## src/rtl/dff_rr_arbiter_if.sv

```systemverilog
// Handshake bundle between the requesters/consumer and the round-robin capture arbiter.
// The slave modport is the arbiter's view of the bus; the master modport is the environment's view.
interface dff_rr_arbiter_if #(
   parameter int NREQ  = 4,
   parameter int WIDTH = 8,
   parameter int IDW   = $clog2(NREQ)
) ();
   logic [NREQ-1:0]       req;
   logic [NREQ*WIDTH-1:0] din;
   logic [NREQ-1:0]       gnt;
   logic [WIDTH-1:0]      dout;
   logic [IDW-1:0]        dout_id;
   logic                  dout_valid;
   logic                  dout_ready;

   modport slave (
      input  req, din, dout_ready,
      output gnt, dout, dout_id, dout_valid
   );

   modport master (
      output req, din, dout_ready,
      input  gnt, dout, dout_id, dout_valid
   );
endinterface

```

## src/rtl/dff_rr_arbiter.sv

```systemverilog
// Round-robin arbiter feeding one shared capture register with a valid/ready output.
// Grant is combinational from req/dout_ready/pointer; din only reaches outputs through the register.
//
// state | meaning
// ------+-----------------------------------------------
// EMPTY | capture register holds no unconsumed word
// FULL  | capture register holds a word awaiting dout_ready
module dff_rr_arbiter #(
   parameter  int NREQ  = 4,
   parameter  int WIDTH = 8,
   localparam int IDW   = $clog2(NREQ)
) (
   input  logic                   clk,
   input  logic                   rst,
   dff_rr_arbiter_if.slave        bus
);

   typedef enum logic {EMPTY = 1'b0, FULL = 1'b1} state_t;

   state_t           state_q, state_d;
   logic [WIDTH-1:0] dout_q, dout_d;
   logic [IDW-1:0]   dout_id_q, dout_id_d;
   logic [IDW-1:0]   ptr_q, ptr_d;

   logic             slot_free;
   logic             found;
   logic [NREQ-1:0]  gnt_c;
   logic [IDW-1:0]   gnt_idx;
   int               idx;

   assign slot_free = (state_q == EMPTY) || bus.dout_ready;

   // Search from the pointer upward, wrapping modulo NREQ; first set request wins.
   always_comb begin
      gnt_c   = '0;
      gnt_idx = '0;
      found   = 1'b0;
      idx     = 0;
      if (rst && slot_free) begin
         for (int k = 0; k < NREQ; k++) begin
            idx = (int'(ptr_q) + k) % NREQ;
            if (!found && bus.req[idx]) begin
               found       = 1'b1;
               gnt_c[idx]  = 1'b1;
               gnt_idx     = IDW'(idx);
            end
         end
      end
   end

   always_comb begin
      state_d   = state_q;
      dout_d    = dout_q;
      dout_id_d = dout_id_q;
      ptr_d     = ptr_q;
      if (found) begin
         state_d   = FULL;
         dout_d    = bus.din[int'(gnt_idx)*WIDTH +: WIDTH];
         dout_id_d = gnt_idx;
         ptr_d     = (gnt_idx == IDW'(NREQ-1)) ? '0 : gnt_idx + IDW'(1);
      end else if (slot_free) begin
         state_d = EMPTY;
      end
   end

   always_ff @(posedge clk or negedge rst) begin
      if (!rst) begin
         state_q   <= EMPTY;
         dout_q    <= '0;
         dout_id_q <= '0;
         ptr_q     <= '0;
      end else begin
         state_q   <= state_d;
         dout_q    <= dout_d;
         dout_id_q <= dout_id_d;
         ptr_q     <= ptr_d;
      end
   end

   assign bus.gnt        = gnt_c;
   assign bus.dout       = dout_q;
   assign bus.dout_id    = dout_id_q;
   assign bus.dout_valid = (state_q == FULL);

endmodule
```

## src/flat_wrapper.sv

```systemverilog
// flat-port wrapper written by rule: the top's interface ports become plain ports
module dff_rr_arbiter_flat 
#(
   parameter  int NREQ  = 4,
   parameter  int WIDTH = 8,
   localparam int IDW   = $clog2(NREQ)
)
  (clk, rst, bus_req, bus_din, bus_dout_ready, bus_gnt, bus_dout, bus_dout_id, bus_dout_valid);
  dff_rr_arbiter_if #(.NREQ(NREQ), .WIDTH(WIDTH)) bus_i ();
  input  logic clk;
  input  logic rst;
  input wire logic [$bits(bus_i.req)-1:0] bus_req;
  input wire logic [$bits(bus_i.din)-1:0] bus_din;
  input wire logic [$bits(bus_i.dout_ready)-1:0] bus_dout_ready;
  output wire logic [$bits(bus_i.gnt)-1:0] bus_gnt;
  output wire logic [$bits(bus_i.dout)-1:0] bus_dout;
  output wire logic [$bits(bus_i.dout_id)-1:0] bus_dout_id;
  output wire logic [$bits(bus_i.dout_valid)-1:0] bus_dout_valid;
  assign bus_i.req = bus_req;
  assign bus_i.din = bus_din;
  assign bus_i.dout_ready = bus_dout_ready;
  assign bus_gnt = bus_i.gnt;
  assign bus_dout = bus_i.dout;
  assign bus_dout_id = bus_i.dout_id;
  assign bus_dout_valid = bus_i.dout_valid;
  dff_rr_arbiter #(.NREQ(NREQ), .WIDTH(WIDTH)) u_core (.clk(clk), .rst(rst), .bus(bus_i));
endmodule
```

## config.mk

```make
export PLATFORM = sky130hd
export DESIGN_NAME = dff_rr_arbiter_flat
export DESIGN_NICKNAME = d
export VERILOG_FILES = /design/src/rtl/dff_rr_arbiter_if.sv /design/src/rtl/dff_rr_arbiter.sv /design/src/flat_wrapper.sv
export SDC_FILE = /design/constraint.sdc
export NUM_CORES = 1
export LEC_CHECK = 0
export ABC_AREA = 1
export ABC_CLOCK_PERIOD_IN_PS = 4400
export CORE_MARGIN = 1
export CORE_UTILIZATION = 49
export CTS_CLUSTER_DIAMETER = 80
export CTS_CLUSTER_SIZE = 28
export DETAILED_ROUTE_END_ITERATION = 10
export PLACE_DENSITY = 0.87
export SKIP_CTS_REPAIR_TIMING = 1
export SLEW_MARGIN = 15
export SYNTH_ARGS = -nofsm -noshare
export SYNTH_HDL_FRONTEND = slang
export SYNTH_SLANG_ARGS = --single-unit
```

## constraint.sdc

```tcl
create_clock -name clk -period 4.4 [get_ports clk]
set_clock_uncertainty 0.15 [all_clocks]
set_input_delay 0.88 -clock clk [delete_from_list [all_inputs] [get_ports clk]]
set_output_delay 0.88 -clock clk [all_outputs]
set_load 0.02 [all_outputs]
```

==> results.py <==
metrics = {
    "logic_synthesis": {
        "synth_cell_types": 25,
        "synth_edf_count": 0,
        "syn_area_per_cell_sq_um": 6.109,
        "syn-instance-count": 246,
        "synthesized_area_sq_um": 1503,
        "cell_types_occupying_the_most_area_after_synthesis": "sky130_fd_sc_hd__dfrtp_1 22%, sky130_fd_sc_hd__nand2_1 21%, sky130_fd_sc_hd__inv_1 13%",
        "synth_seq_cells": 13,
        "synth.net_count": 293,
        "post_synth_most_frequent_cells": "85 x sky130_fd_sc_hd__nand2_1, 53 x sky130_fd_sc_hd__inv_1, 38 x sky130_fd_sc_hd__nand3_1",
        "ys_warn_count": 0,
        "synth_top_area_share_pct": 21.65,
        "synth_async_sr_flop_share_pct": 100.0,
        "netlist.top_cell.by_area": "sky130_fd_sc_hd__dfrtp_1",
        "yosysMostFrequentCell": "sky130_fd_sc_hd__nand2_1",
        "seq_area_frac_synth_pct": 21.65,
        "synth_flop_cell": "sky130_fd_sc_hd__dfrtp_1",
    },
    "layout": {
        "layout-drive-gt1-share_pct": 9.091,
        "final-instance-count-excl-fill": 328,
        "layout.area.seq_sq_um": 325.3,
        "multi_input_area_sq_um": 880.8,
        "final_nets": 345,
        "area.growth.synth_to_final_pct": 35.39,
        "final.fill_count": 247,
        "antennaDiodeCount": 0,
    },
    "worst_setup_path": {
        "worst-endpoint-required_ps": 3370,
        "cell_chain_of_the_critical_path": "clkdlybuf4s50_1, inv_1, nand2_1, nand3_2, nand2_4, nor2_4, nand3_2, o2111ai_1, nand2_1, inv_1, clkdlybuf4s50_1",
        "worstPathBufferInverterCount": 4,
        "worstPathArrival_ps": 2960,
        "cp_top_family": "buffers and inverters",
        "worst-path-max-fanout": 7,
        "cp_max_delay_cell": "sky130_fd_sc_hd__clkdlybuf4s50_1",
        "critPathKind": "in -> out",
        "cp_slowest_stage_delay_ps": 590,
        "end_kind": "primary output",
        "cp-start-kind": "primary input",
    },
    "drt": {
        "vias": 1612,
        "postRouteAntennaNets": 0,
        "first_iter_violations": 86,
        "drt-total-wl_um": 3458,
        "detail_route.drc_violations": 2,
        "routed_via_count_divided_by_cell_count": 4.915,
        "detailedRoute.firstPassIterationCount": 8,
        "route.detailed.wl_per_inst_um": 10.54,
    },
    "timing": {
        "finalCritPeriodShare_pct": 90.73,
        "maxSlewHeadroom_pct": 67.38,
        "final-hold-violation-count": 0,
        "period_needed_ps": 3992,
        "finalSetupViolCount": 0,
        "worst_pin_slew_ps": 489.3,
        "setup_repair_after_global_routing_missed_its_margin": "false",
        "maxClockFrequency_mhz": 250.5,
        "timing_max_transition_violations_final": 0,
        "setup_tns_ps": 0,
        "timing.hold.ws_ps": 339.9,
    },
    "power_and_ir_drop": {
        "power.density_nw_per_um2": 665.2,
        "static-leakage-power_nw": 1.172,
        "ir_worst_vdd_mv": 0.3030,
    },
    "floorplanning": {
        "rows": 19,
        "die_height_um": 57.38,
        "starting_density_pct": 53.12,
        "die_footprint_sq_um": 3292,
        "boundaryPins": 54,
        "die_w_um": 57.38,
        "core_sq_um": 2829,
    },
    "global_routing": {
        "pin_count_of_the_biggest_net_entering_global_routing": 21,
        "grt_usage_pct": 22.67,
        "first_global_vias": 1498,
        "grt_busiest_layer": "met2",
        "grt.met1_usage_pct": 27.44,
        "grt_remaining_overflow": 0,
        "grt_antenna_before_repair": 0,
        "grt_first_pass_wirelength_um": 6030,
        "grt_met3_usage_pct": 1.134,
        "gr-usage-met2_pct": 43.02,
    },
    "run_status": {
        "status": "complete, but fails checks",
        "violations": "DRC",
    },
    "placement": {
        "port_buffers": 53,
        "gpl.final_weighted_congestion": 0.8949,
        "post-dp-hpwl_um": 2803,
        "placed_cells_incl_taps": 324,
    },
    "clocking": {
        "cts-root-buf": "sky130_fd_sc_hd__clkbuf_4",
        "cts_max_path_buffers": 2,
        "cts_h_tree_lvls": 1,
        "cts.sinks": 13,
        "numCtsBuffers": 3,
        "tritoncts": "yes",
        "clock_pin_slew_worst_setup_and_hold_paths_ps": 80,
        "clock_latency_ps": 270,
    },
    "min_path": {
        "hp-class": "reg -> reg",
    },
    "job": {
        "max_cap_viol_count": 0,
    },
}
registers in the layout, summed over array words and instances (netlist names):
signal,flops
u_core.ptr_q,2
u_core.bus.dout_id,2
u_core.bus.dout_valid,1
u_core.bus.dout,8
area by class of cell:
class                      instances  share of cell area (%)
clock buffer                       4                   1.292
inverter                          58                   11.07
multi-input combinational        168                   43.30
sequential                        13                   15.99
tap                               31                   1.907
timing repair buffer              54                   26.45
layer usage:
layer / up-vias / part of all wire [%] / wire length [um]
li1: 852 / - / -
met4: 0 / 1.5 / 51
met3: 4 / 3.5 / 120
met2: 50 / 50 / 1741
met5: - / 0 / 0
met1: 706 / 45 / 1545
path summary, 6_finish.rpt:
path,startpoint,endpoint,slack [ps],cells past startpoint
max,bus_req[3],bus_gnt[3],410,11
min,u_core.bus.dout[6],u_core.bus.dout[6],340,2
max reg2reg,u_core.ptr_q[0],u_core.bus.dout[3],1730,14
min reg2reg,u_core.bus.dout[6],u_core.bus.dout[6],340,2
max in group asynchronous,rst,u_core.bus.dout[3],3180,2
min in group asynchronous,rst,u_core.bus.dout_valid,750,2
cells in the final DEF, fill, tap and decap left out:
| cell | synthesis | layout |
|---|---|---|
| sky130_fd_sc_hd__nor2_4 | 1 | 1 |
| sky130_fd_sc_hd__inv_6 | 1 | 1 |
| sky130_fd_sc_hd__o211ai_1 | 1 | 1 |
| sky130_fd_sc_hd__ha_1 | 8 | 8 |
| sky130_fd_sc_hd__o21ai_0 | 5 | 5 |
| sky130_fd_sc_hd__inv_1 | 53 | 53 |
| sky130_fd_sc_hd__a22oi_1 | 2 | 2 |
| sky130_fd_sc_hd__nand2_4 | 4 | 4 |
| sky130_fd_sc_hd__nor2_1 | 3 | 3 |
| sky130_fd_sc_hd__a21oi_1 | 3 | 3 |
| sky130_fd_sc_hd__nand4_2 | 1 | 1 |
| sky130_fd_sc_hd__inv_2 | 3 | 3 |
| sky130_fd_sc_hd__nand3_1 | 38 | 38 |
| sky130_fd_sc_hd__clkbuf_1 | 1 | 1 |
| sky130_fd_sc_hd__o2111ai_1 | 1 | 1 |
| sky130_fd_sc_hd__inv_4 | 1 | 1 |
| sky130_fd_sc_hd__a31oi_1 | 1 | 1 |
| sky130_fd_sc_hd__a21boi_0 | 1 | 1 |
| sky130_fd_sc_hd__dfrtp_1 | 13 | 13 |
| sky130_fd_sc_hd__clkdlybuf4s50_1 | 0 | 53 |
| sky130_fd_sc_hd__buf_4 | 0 | 1 |
| sky130_fd_sc_hd__o21ai_1 | 1 | 1 |
| sky130_fd_sc_hd__nand2_2 | 7 | 7 |
| sky130_fd_sc_hd__nand3_2 | 5 | 5 |
| sky130_fd_sc_hd__nand2_1 | 85 | 85 |
| sky130_fd_sc_hd__clkbuf_4 | 0 | 3 |
| sky130_fd_sc_hd__o21a_1 | 1 | 1 |
kinds of logic (layout without fill, tap and decap cells):
family                   after synthesis  in the layout  share of synthesized area [%]
AND/OR/NAND/NOR                      144            144                          45.46
adder cells (fa/ha/maj)                8              8                          6.661
AO/OA/AOI/OAI                         16             16                          6.494
buffers and inverters                 65            116                          19.73
flip-flops                            13             13                          21.65
metrics by stage:
stage | power [mW] | area, sq um | setup WS, ps | utilization, %
after global placement | 1.275 | 2008 | 410.1 | 70.99
after floorplan | 1.024 | 1503 | 1563 | -
after global routing | 1.482 | 2034 | 179.3 | 71.92
after CTS | 1.354 | 2034 | 422.4 | 71.92
after detailed placement | 1.278 | 2008 | 422.8 | 70.99
final | 1.353 | 2034 | 407.8 | 71.92
report_power, final:
part	internal, mW	switching [mW]
Clock	0.0351	0.0370
Combinational	0.382	0.659
Sequential	0.178	0.0626
worst register-to-register path, stage by stage, from the launching register on:
cell,delay [ps]
sky130_fd_sc_hd__dfrtp_1,650
sky130_fd_sc_hd__inv_6,130
sky130_fd_sc_hd__ha_1,370
sky130_fd_sc_hd__inv_1,130
sky130_fd_sc_hd__nand3_1,90
sky130_fd_sc_hd__nand2_1,100
sky130_fd_sc_hd__nand4_2,150
sky130_fd_sc_hd__nand2_4,180
sky130_fd_sc_hd__inv_4,130
sky130_fd_sc_hd__nand2_4,170
sky130_fd_sc_hd__nand2_1,80
sky130_fd_sc_hd__nand3_1,70
sky130_fd_sc_hd__nand2_1,60
sky130_fd_sc_hd__nand2_1,50
sky130_fd_sc_hd__nand2_1,50
(Power assumes the default switching activity.)
